===== config.mk =====
export PLATFORM = sky130hd
export DESIGN_NAME = factor_judge
export DESIGN_NICKNAME = d
export VERILOG_FILES = /design/src/rtl/factor_judge.sv
export SDC_FILE = /design/constraint.sdc
export NUM_CORES = 1
export LEC_CHECK = 0
export ABC_CLOCK_PERIOD_IN_PS = 5400
export CAP_MARGIN = 30
export CORE_ASPECT_RATIO = 0.9
export CORE_MARGIN = 3
export CORE_UTILIZATION = 40
export DETAILED_ROUTE_END_ITERATION = 8
export SKIP_LAST_GASP = 1
export SYNTH_ARGS = -nofsm -noshare
export SYNTH_HDL_FRONTEND = slang
export SYNTH_SLANG_ARGS = --single-unit

===== constraint.sdc =====
create_clock -name clk_i -period 5.4 [get_ports clk_i]
set_input_delay 1.08 -clock clk_i [delete_from_list [all_inputs] [get_ports clk_i]]
set_output_delay 1.08 -clock clk_i [all_outputs]
set_load 0.05 [all_outputs]

===== src/rtl/factor_judge.sv =====
// factor_judge: game-logic stage. A round loads a target value, and the player divides it
// down to 1 with the prime buttons (2/3/5/7) before the countdown runs out.
module factor_judge #(
   parameter int unsigned TICK_CYCLES = 50_000_000,
   parameter int unsigned TIME_LIMIT  = 9
) (
   input  logic       clk_i,
   input  logic       rst_i,
   input  logic       start_1p_i,
   input  logic [3:0] num_i,
   input  logic       p2_1p_i,
   input  logic       p3_1p_i,
   input  logic       p5_1p_i,
   input  logic       p7_1p_i,
   output logic [3:0] cur_o,
   output logic [3:0] time_o,
   output logic [2:0] steps_o,
   output logic       busy_o,
   output logic [1:0] result_o
);

   localparam int unsigned CntW = (TICK_CYCLES > 1) ? $clog2(TICK_CYCLES) : 1;
   localparam logic [CntW-1:0] CntLast = CntW'(TICK_CYCLES - 1);
   localparam logic [3:0] TimeInit = 4'(TIME_LIMIT);

   typedef enum logic [2:0] {StIdle, StPlay, StClear, StMiss, StTout} state_e;

   state_e          state_q;
   logic [3:0]      cur_q;
   logic [3:0]      time_q;
   logic [2:0]      steps_q;
   logic            busy_q;
   logic [1:0]      result_q;
   logic [CntW-1:0] cnt_q;

   logic [2:0] n_press;
   logic [3:0] quot;
   logic       divisible;
   logic       tick;
   logic [2:0] steps_inc;

   // Decode the single pressed button into quotient and divisibility of the current value.
   always_comb begin
      n_press   = 3'(p2_1p_i) + 3'(p3_1p_i) + 3'(p5_1p_i) + 3'(p7_1p_i);
      quot      = cur_q;
      divisible = 1'b0;
      unique case ({p7_1p_i, p5_1p_i, p3_1p_i, p2_1p_i})
         4'b0001: begin quot = cur_q / 4'd2; divisible = (cur_q % 4'd2) == 4'd0; end
         4'b0010: begin quot = cur_q / 4'd3; divisible = (cur_q % 4'd3) == 4'd0; end
         4'b0100: begin quot = cur_q / 4'd5; divisible = (cur_q % 4'd5) == 4'd0; end
         4'b1000: begin quot = cur_q / 4'd7; divisible = (cur_q % 4'd7) == 4'd0; end
         default: begin quot = cur_q; divisible = 1'b0; end
      endcase
      tick      = (cnt_q == CntLast);
      steps_inc = (steps_q == 3'd7) ? 3'd7 : steps_q + 3'd1;
   end

   // Round FSM with registered outputs; start beats buttons, buttons are resolved before ticks.
   always_ff @(posedge clk_i) begin
      if (rst_i) begin
         state_q  <= StIdle;
         cur_q    <= 4'd0;
         time_q   <= TimeInit;
         steps_q  <= 3'd0;
         busy_q   <= 1'b0;
         result_q <= 2'b00;
         cnt_q    <= '0;
      end else if (start_1p_i) begin
         cur_q   <= num_i;
         time_q  <= TimeInit;
         steps_q <= 3'd0;
         cnt_q   <= '0;
         if (num_i < 4'd2) begin
            state_q  <= StClear;
            busy_q   <= 1'b0;
            result_q <= 2'b01;
         end else begin
            state_q  <= StPlay;
            busy_q   <= 1'b1;
            result_q <= 2'b00;
         end
      end else if (state_q == StPlay) begin
         if (n_press >= 3'd2 || (n_press == 3'd1 && !divisible)) begin
            state_q  <= StMiss;
            busy_q   <= 1'b0;
            result_q <= 2'b10;
            cnt_q    <= '0;
         end else if (n_press == 3'd1 && quot == 4'd1) begin
            cur_q    <= quot;
            steps_q  <= steps_inc;
            state_q  <= StClear;
            busy_q   <= 1'b0;
            result_q <= 2'b01;
            cnt_q    <= '0;
         end else begin
            if (n_press == 3'd1) begin
               cur_q   <= quot;
               steps_q <= steps_inc;
            end
            if (tick) begin
               cnt_q  <= '0;
               time_q <= time_q - 4'd1;
               if (time_q == 4'd1) begin
                  state_q  <= StTout;
                  busy_q   <= 1'b0;
                  result_q <= 2'b11;
               end
            end else begin
               cnt_q <= cnt_q + CntW'(1);
            end
         end
      end else begin
         cnt_q <= '0;
      end
   end

   assign cur_o    = cur_q;
   assign time_o   = time_q;
   assign steps_o  = steps_q;
   assign busy_o   = busy_q;
   assign result_o = result_q;

endmodule


# Word level (Yosys, flattened, before mapping)
# Index checks and enable logic that the tools add are counted.
dict set report totals {
  ff_bits 43
  in_bits 11
  wordCells 85
  out_inout_bits 14
}
dict set report classes {
  div_mod_pow 6
  eq_ne 11
  order_cmp 2
  mux 31
  bitwise_logic 3
  n_reduce_logical 19
  n_addsub 6
}
# cell n
set op_table {}
lappend op_table {{2-to-1 mux 3 bit} 9}
lappend op_table {{adder 26 x 1 -> 26 bit, second input constant} 1}
lappend op_table {{== test 26 bit, second input constant} 1}
lappend op_table {{2-to-1 mux 4 bit} 5}
lappend op_table {{logical NOT 4 bit} 4}
lappend op_table {{one-hot mux 4 bit (4 select lines)} 1}
lappend op_table {{2-to-1 mux 2 bit} 7}
lappend op_table {{== test 4 x 1 -> 1 bit, second input constant} 3}
lappend op_table {{AND reduction 3 bit} 3}
lappend op_table {{divider 4 x 3 -> 4 bit, second input constant} 2}
lappend op_table {{remainder unit 4 x 3 -> 4 bit, second input constant} 2}
lappend op_table {{2-to-1 mux 1 bit} 8}
lappend op_table {{nonzero test 4 bit} 2}
lappend op_table {{== test 3 x 1 -> 1 bit, second input constant} 2}
lappend op_table {{OR reduction 6 bit} 1}
lappend op_table {{divider 4 x 2 -> 4 bit, second input constant} 1}
lappend op_table {{== test 4 x 2 -> 1 bit, second input constant} 1}
lappend op_table {{== test 4 x 3 -> 1 bit, second input constant} 1}
lappend op_table {{== test 4 bit, second input constant} 1}
lappend op_table {{< comparator 4 x 2 -> 1 bit, second input constant} 1}
lappend op_table {{remainder unit 4 x 2 -> 4 bit, second input constant} 1}
lappend op_table {{one-hot mux 1 bit (4 select lines)} 1}
lappend op_table {{AND reduction 4 bit} 1}
lappend op_table {{nonzero test 2 bit} 2}
lappend op_table {{other kinds (14)} 17}

# Longest topological paths before layout
# Gate-level depths: netlist of run 1.
dict set report logic_depth {
  ltp_word 9
  depth_mapped 22
  ltp_nobuf 19
}

# Worst setup path before layout of run 1
# OpenSTA, ideal clock, no wires.
dict set report synth_path {
  kind {input to register}
  startpoint {input port p2_1p_i}
  endpoint {register cnt_q[19]}
  cell_stages 22
  n_path_buf 3
  t_required_ns 5.338
  t_arrival_ns 4.845
  setup_ns 0.062
  path_slack_ns 0.493
  cell_sequence {inv_1 ha_1 and3b_1 buf_6 o2bb2ai_1 or2_2 ha_1 a21oi_1 nor2b_1 or3_1 a211oi_1 a21o_1 ha_1 nor2b_1 o21ai_0 nand3_1 o21ai_2 o211ai_4 or3b_1 buf_6 buf_12 nor2_4}
}
dict set report synth_between {
  elab_chain_len 7
  word_cells_on_any_way 17
  cone_classes {add/sub: 3; order compare: 1; eq/ne: 6; mux: 2; reduce/logical: 5}
}
# item line
set synth_lines {}
lappend synth_lines {{start: declaration} 11} ;# input logic p2_1p_i,
lappend synth_lines {{branches (longest 6 deep; another with adder 2 x 1 -> 3 bit)} -}
lappend synth_lines {{OR reduction 6 bit (no line) *} -}
lappend synth_lines {{end signal: assignment} 109} ;# cnt_q <= cnt_q + CntW'(1);
lappend synth_lines {{end: declaration} 34} ;# logic [CntW-1:0] cnt_q;
# Every way passes the cells marked *.
# A chain may end at the register's enable or synchronous reset.

# Worst setup path in the final report of run 1
dict set report layout_path {
  startpoint {input port p2_1p_i}
  endpoint {register time_q[1] (netlist: time_o[1])}
}
dict set report layout_between {
  elab_chain_len 8
  word_cells_on_any_way 19
  cone_classes {add/sub: 3; order compare: 1; eq/ne: 6; mux: 2; bitwise: 2; reduce/logical: 5}
}
# item line
set layout_lines {}
lappend layout_lines {{branches (longest 7 deep; another with adder 2 x 1 -> 3 bit)} -}
lappend layout_lines {{AND reduction 4 bit (no line) *} -}
lappend layout_lines {{end signal: assignment} 63} ;# time_q <= TimeInit;
lappend layout_lines {{end signal: assignment} 70} ;# time_q <= TimeInit;
lappend layout_lines {{end signal: assignment} 102} ;# time_q <= time_q - 4'd1;
lappend layout_lines {{end: declaration} 30} ;# logic [3:0] time_q;
# Marked as above.

==> summary.txt, run 1 <==
Logic synthesis
  – Most common cell in the synthesized netlist: dfxtp_1
  – Syn Std Cell Area: 3250 sq um
  – Synth Instances: 380
  – YS warnings: 0
  – Synth area leaders: dfxtp_1, ha_1, nor2_4
  – Dominant synthesized flop cell: dfxtp_1
  – #FFs+latches synth: 43
  – Synth Area per Inst: 8.54 sq um
  – Post-synth cell types: 69
  – Dominant cell type by area after synthesis: dfxtp_1
  – Number of synthesized flops with an enable pin: 0
  – Ys async rst share: 0
  – Syn_nets: about 420
  – Top-area cell type share of the netlist area: 0.265
  – Commonest cells post-synth: dfxtp_1, nor2_1, nand2_1
  – Sequential share of the synthesized area: 0.265

Detailed routing
  – DRC Markers: 0
  – Met3 WL: between 200 and 250 um
  – Drt via density: between 5 and 6
  – DRT met1 WL: between 3000 and 4000 um
  – 1st-pass router iterations: 4
  – DR vias: between 2000 and 3000
  – Max layer used: met4
  – Total wire length after detailed routing: ~6900 um
  – DR WL met2: just over 3000 um
  – DR WL/cell: around 14 um
  – Number of DRC markers in iteration 0: roughly 100
  – Routed Antenna Nets: 0

Clock tree
  – Reg clk slew, reported paths: 0.08 ns
  – CTS root buffer: clkbuf_8
  – CTS max path bufs: 2
  – Hold-fix buffers, CTS: 0
  – Postcts setup bufs: 0
  – CTS H-Tree Depth: 2
  – CTS buffer count: 5
  – Clock sink count: 43
  – Clock insertion delay at the later pin of the skew report: 0.30 ns
  – CTS tree: done

Die
  – DIE AREA: about 9200 sq um
  – Starting density of the core: 0.422
  – Core area: 7690 sq um
  – Die width: 101 um
  – Die extent in y: between 90 and 100 um
  – FP Rows: 30
  – Io pins: 25

Pwr
  – Static leakage: ~0.0014 uW
  – Peak supply drop: 0.000136 V
  – Power per Cell Area: 207 nW/um^2

Worst setup path
  – Largest stage delay, worst path: 0.49 ns
  – Critical path fanouts, max: 6
  – Most used cell, CP: ha_1
  – CP endpoint kind: flip-flop
  – Worst Path Required: ~5.6 ns
  – Worst setup SP type: primary input
  – Critical path, cell by cell: clkdlybuf4s50_1, inv_1, ha_1, and3b_1, o21ai_0, nand2_1, ha_1, o2111a_1, or3_1, a211oi_2, a21o_1, ha_1, nor2b_1, o21ai_1, nand3_1, o21ai_2, buf_4, nor2_1, nor4_1, buf_4, mux2i_1
  – Kind of cell adding the most delay to the critical path: simple AND/OR/NAND/NOR gates
  – Worst path slowest cell: clkdlybuf4s50_1
  – CP Class: primary input to flip-flop
  – Worst endpoint data arrival time: approximately 5.4 ns
  – Worst path buffer plus inverter count: 4

Place
  – GPL Wtd Cong: around 0.89
  – DP Wirelength: 5320 um
  – Port Buffers: 24
  – Setup Slack @ Placement: -0.100 ns

Timing
  – Final hold vios: 0
  – Final setup viols: 0
  – Slew HR: 0.381
  – Setup WS post-layout: 0.283 ns
  – Clk_skew: approximately 0.009 ns
  – Worst-Margin Slew: about 0.92 ns
  – Tmin final: slightly above 5 ns
  – RSZ-0062 raised after global routing: false
  – Max Slew Vio Count: 0
  – Max Freq: 195 MHz
  – Final period util: 0.948

Finish
  – Fillers: approximately 740
  – Final core occ: 0.490
  – Fraction of layout cells with a size suffix above 1: 0.152
  – Layout Nets: between 400 and 500
  – Area grow syn2layout: 16.2%
  – Register area: 861 sq um
  – Multi-input logic area: about 2200 sq um
  – # diodes: 0

GRT
  – Vias in the first global route: approximately 2600
  – First-pass GRT wire length: approximately 12000 um
  – Antenna violations before repair: 0
  – Largest net degree at the start of global routing: 27
  – GRT Util Overall: 0.161
  – Aggregate global routing overflow: 0

Run status
  – Outcome: finished, final reports clean

Run
  – Max-Cap Viols: 0

Hold path
  – Hold Crit Class: flip-flop to flip-flop
layout make-up:
type | count | area share
inverter | 21 | 0.0209
tap | 96 | 0.0319
clock inverter | 2 | 0.0159
timing repair buffer | 41 | 0.100
multi-input combinational | 302 | 0.584
clock buffer | 6 | 0.0192
sequential | 43 | 0.228
per-stage QoR:
stage	cells	cell area (sq um)	hold WS (ns)	TNS [ns]	total power, uW
6_report	511	3770	0.479	0	782
5_1_grt	511	3770	0.506	0	829
4_1_cts	511	3770	0.482	0	791
3_5_place_dp	503	3630	0.460	-2.23	491
3_3_place_gp	502	3630	0.460	0	488
2_1_floorplan	380	3250	0.439	0	444
where the power goes:
part	switching [uW]	internal, uW
clock	113	185
combinational	88.5	65.8
sequential	8.71	322
cell families after synthesis:
| kind of cell | after synthesis | share of synthesized area |
|---|---|---|
| buffers and inverters | 35 | 0.0582 |
| DFF | 43 | 0.265 |
| xor gates and xnor gates | 26 | 0.0702 |
| adders and majority gates | 25 | 0.0987 |
| muxes | 9 | 0.0285 |
| AOI/OAI and AO/OA | 78 | 0.183 |
| and+or+nand+nor | 164 | 0.296 |
timing repair:
action                                 4_1_cts  5_1_grt
endpoints found under the hold margin        0        0
gates resized for setup                      0        2
setup endpoints to repair                    0       30
routing by layer:
layer  track usage  vias to the layer above
li1              -                     1426
met1         0.227                     1278
met2         0.241                       47
met3        0.0453                        8
met4        0.0421                        0
met5             0                        -
state kept, by name (all words and copies together), names as in the netlist:
register  flops
state_q       3
steps_o       3
busy_o        1
cur_o         4
time_o        4
result_o      2
cnt_q        26
final timing paths:
| kind | from | end | slack, ns | depth (start not counted) |
|---|---|---|---|---|
| max | p2_1p_i | time_o[1]$_SDFFE_PP0P_ | 0.28 | 21 |
| min | cnt_q[0]$_SDFF_PP0_ | cnt_q[0]$_SDFF_PP0_ | 0.48 | 1 |
| max reg2reg | cur_o[2]$_SDFFE_PP0P_ | time_o[1]$_SDFFE_PP0P_ | 1.00 | 19 |
| min reg2reg | cnt_q[0]$_SDFF_PP0_ | cnt_q[0]$_SDFF_PP0_ | 0.48 | 1 |
cells in the final DEF, fill, tap and decap left out, types with 3 or more instances in the layout:
cell and n:
and2_1 5, nor2_4 17, xor2_1 15, ha_1 24, a21oi_1 16, nor2b_1 7
nand2_1 33, nor2_1 35, mux2i_1 7, or2_2 5, nor2_2 3, inv_1 21
xnor2_1 11, clkdlybuf4s50_1 24, buf_4 15, o211ai_1 3, o31ai_1 4, nor3_1 6
nor4_1 6, a31oi_1 3, dfxtp_1 43, a21o_1 3, nand3_1 16, or3_1 3
nand2b_1 4, o21ai_0 13, a211oi_1 5, and3_1 6, clkbuf_8 5
No activity file was read; power rests on OpenSTA's default activity.
==> run 2: changes to the inputs <==
CORE_MARGIN = default   (was 3)
==> summary.txt, run 2 (synthesized netlist as in run 1, its figures left out) <==
Hold path
  – Min-delay src: cnt_q[0]$_SDFF_PP0_
  – Hold Crit Class: flip-flop to flip-flop

Finish
  – Area grow syn2layout: 16.4%
  – Most frequent cells in the layout: dfxtp_1, nor2_1, nand2_1
  – Non-Filler Instances: 510
  – Fraction of layout cells with a size suffix above 1: 0.157
  – Layout Nets: 449
  – # diodes: 0
  – Commonest non-fill, non-tap cell in the layout: dfxtp_1
  – Top reg by flops: cnt_q
  – Max reg flops: 26

Run status
  – Outcome: finished, final reports clean

Pwr
  – Tot Pwr: about 800 uW
  – Static leakage: 0.00139 uW
  – Power per Cell Area: slightly above 200 nW/um^2
  – Peak supply drop: 0.000123 V

Timing
  – Slew HR: 0.424
  – Clk_skew: around 0.0092 ns
  – Tmin final: slightly above 5 ns
  – RSZ-0062 raised after global routing: false
  – Max Freq: between 150 and 200 MHz
  – Worst-Margin Slew: roughly 0.86 ns
  – Final period util: 0.931
  – Final hold vios: 0
  – Final setup viols: 0
  – Max Slew Vio Count: 0

Run
  – Max-Cap Viols: 0

Detailed routing
  – DR WL/cell: about 13 um
  – Routed Antenna Nets: 0
  – 1st-pass router iterations: 4
  – Total wire length after detailed routing: around 6700 um
  – Drt via density: roughly 5.3
  – DRC Markers: 0
  – Number of DRC markers in iteration 0: between 100 and 150
  – DR vias: 2700

Place
  – Port Buffers: 24
  – Placed insts: 502
  – DP Wirelength: just over 5000 um
  – GPL Wtd Cong: about 0.85

Clock tree
  – CTS buffer count: 5
  – Clock sink count: 43
  – CTS root buffer: clkbuf_8
  – CTS H-Tree Depth: 2
  – CTS max path bufs: 2
  – CTS tree: done
  – Clock insertion delay at the later pin of the skew report: 0.30 ns
  – Reg clk slew, reported paths: 0.08 ns

Worst setup path
  – Worst endpoint data arrival time: ~5.3 ns
  – Critical path fanouts, max: 26
  – Worst setup SP type: primary input
  – Crit path from: p2_1p_i
  – CP Class: primary input to flip-flop
  – CP endpoint kind: flip-flop
  – Worst Path Required: 5.64 ns
  – RR Startpoint: cur_o[2]$_SDFFE_PP0P_

Die
  – DIE AREA: between 8000 and 9000 sq um
  – Core area: a little under 8000 sq um
  – Die extent in y: slightly below 90 um
  – Starting density of the core: 0.422
  – Io pins: 25
  – Die width: around 97 um
  – FP Rows: 30

GRT
  – Largest net degree at the start of global routing: 27
  – GRT Util Overall: 0.168
  – Antenna violations before repair: 0
  – First-pass GRT wire length: roughly 12000 um
  – Aggregate global routing overflow: 0
  – Vias in the first global route: 2500
-- run 2: cell types whose count changed in the layout (fill, tap and decap cells not counted), sizes merged --
cell and delta:
buf -1
-- run 2: stage by stage --
| step | instance area, sq um | TNS, ns | setup WS [ns] | hold slack, ns | util |
|---|---|---|---|---|---|
| 3_5_place_dp | 3630 | -0.102 | -0.0204 | 0.464 | 0.471 |
| 4_1_cts | 3760 | 0 | 0.281 | 0.487 | 0.488 |
| 6_report | 3780 | 0 | 0.374 | 0.477 | 0.491 |
| 5_1_grt | 3780 | 0 | 0.0486 | 0.503 | 0.491 |
| 3_3_place_gp | 3620 | 0 | 0.0225 | 0.460 | 0.471 |
| 2_1_floorplan | 3250 | 0 | 0.493 | 0.439 | - |
-- run 2: layout make-up --
class	instances	area (sq um)
Clock inverter	2	60.1
Timing Repair Buffer	40	370
Tap cell	96	120
Inverter	21	78.8
Multi-Input combinational cell	302	2220
Clock buffer	6	72.6
Fill cell	730	3920
Sequential cell	43	861
-- run 2: what timing repair did --
item | 4_1_cts | 5_1_grt
resized for setup | 0 | 4
setup buffers | 0 | 0
setup endpoints to repair | 0 | 27
hold buffers | 0 | 0
-- run 2: worst paths after layout --
| kind | cells after the start | end | slack [ns] |
|---|---|---|---|
| worst max register to register | 18 | cnt_q[20]$_SDFF_PP0_ | 1.05 |
| worst max-delay path | 21 | cnt_q[20]$_SDFF_PP0_ | 0.37 |
| worst min register to register | 1 | cnt_q[0]$_SDFF_PP0_ | 0.48 |
| worst min-delay path | 1 | cnt_q[0]$_SDFF_PP0_ | 0.48 |
-- run 2: layer usage --
metal | global-route usage | share of wire | vias up
met5 | 0 | 0 | -
met4 | 0.0407 | 0.010 | 0
met3 | 0.0273 | 0.029 | 8
met2 | 0.266 | 0.43 | 38
met1 | 0.239 | 0.53 | 1229
li1 | - | - | 1425
-- run 2: worst max-delay path: stages --
cell	delay (ns)
clkdlybuf4s50_1	0.49
inv_1	0.06
ha_1	0.24
and3b_1	0.22
o2bb2ai_1	0.13
or2_2	0.28
ha_1	0.19
a21oi_2	0.12
nor2b_1	0.06
or3_4	0.35
a211oi_2	0.20
a21o_1	0.11
ha_1	0.21
nor2b_1	0.12
o21ai_0	0.14
nand3_1	0.13
o21ai_2	0.21
o211ai_4	0.09
or3b_2	0.48
buf_12	0.21
nor2_4	0.11
-- run 2: power breakdown --
| part | switching [uW] | total (uW) | internal (uW) |
|---|---|---|---|
| logic | 87.9 | 154 | 65.9 |
| clock network | 110 | 295 | 185 |
| registers | 8.68 | 330 | 322 |
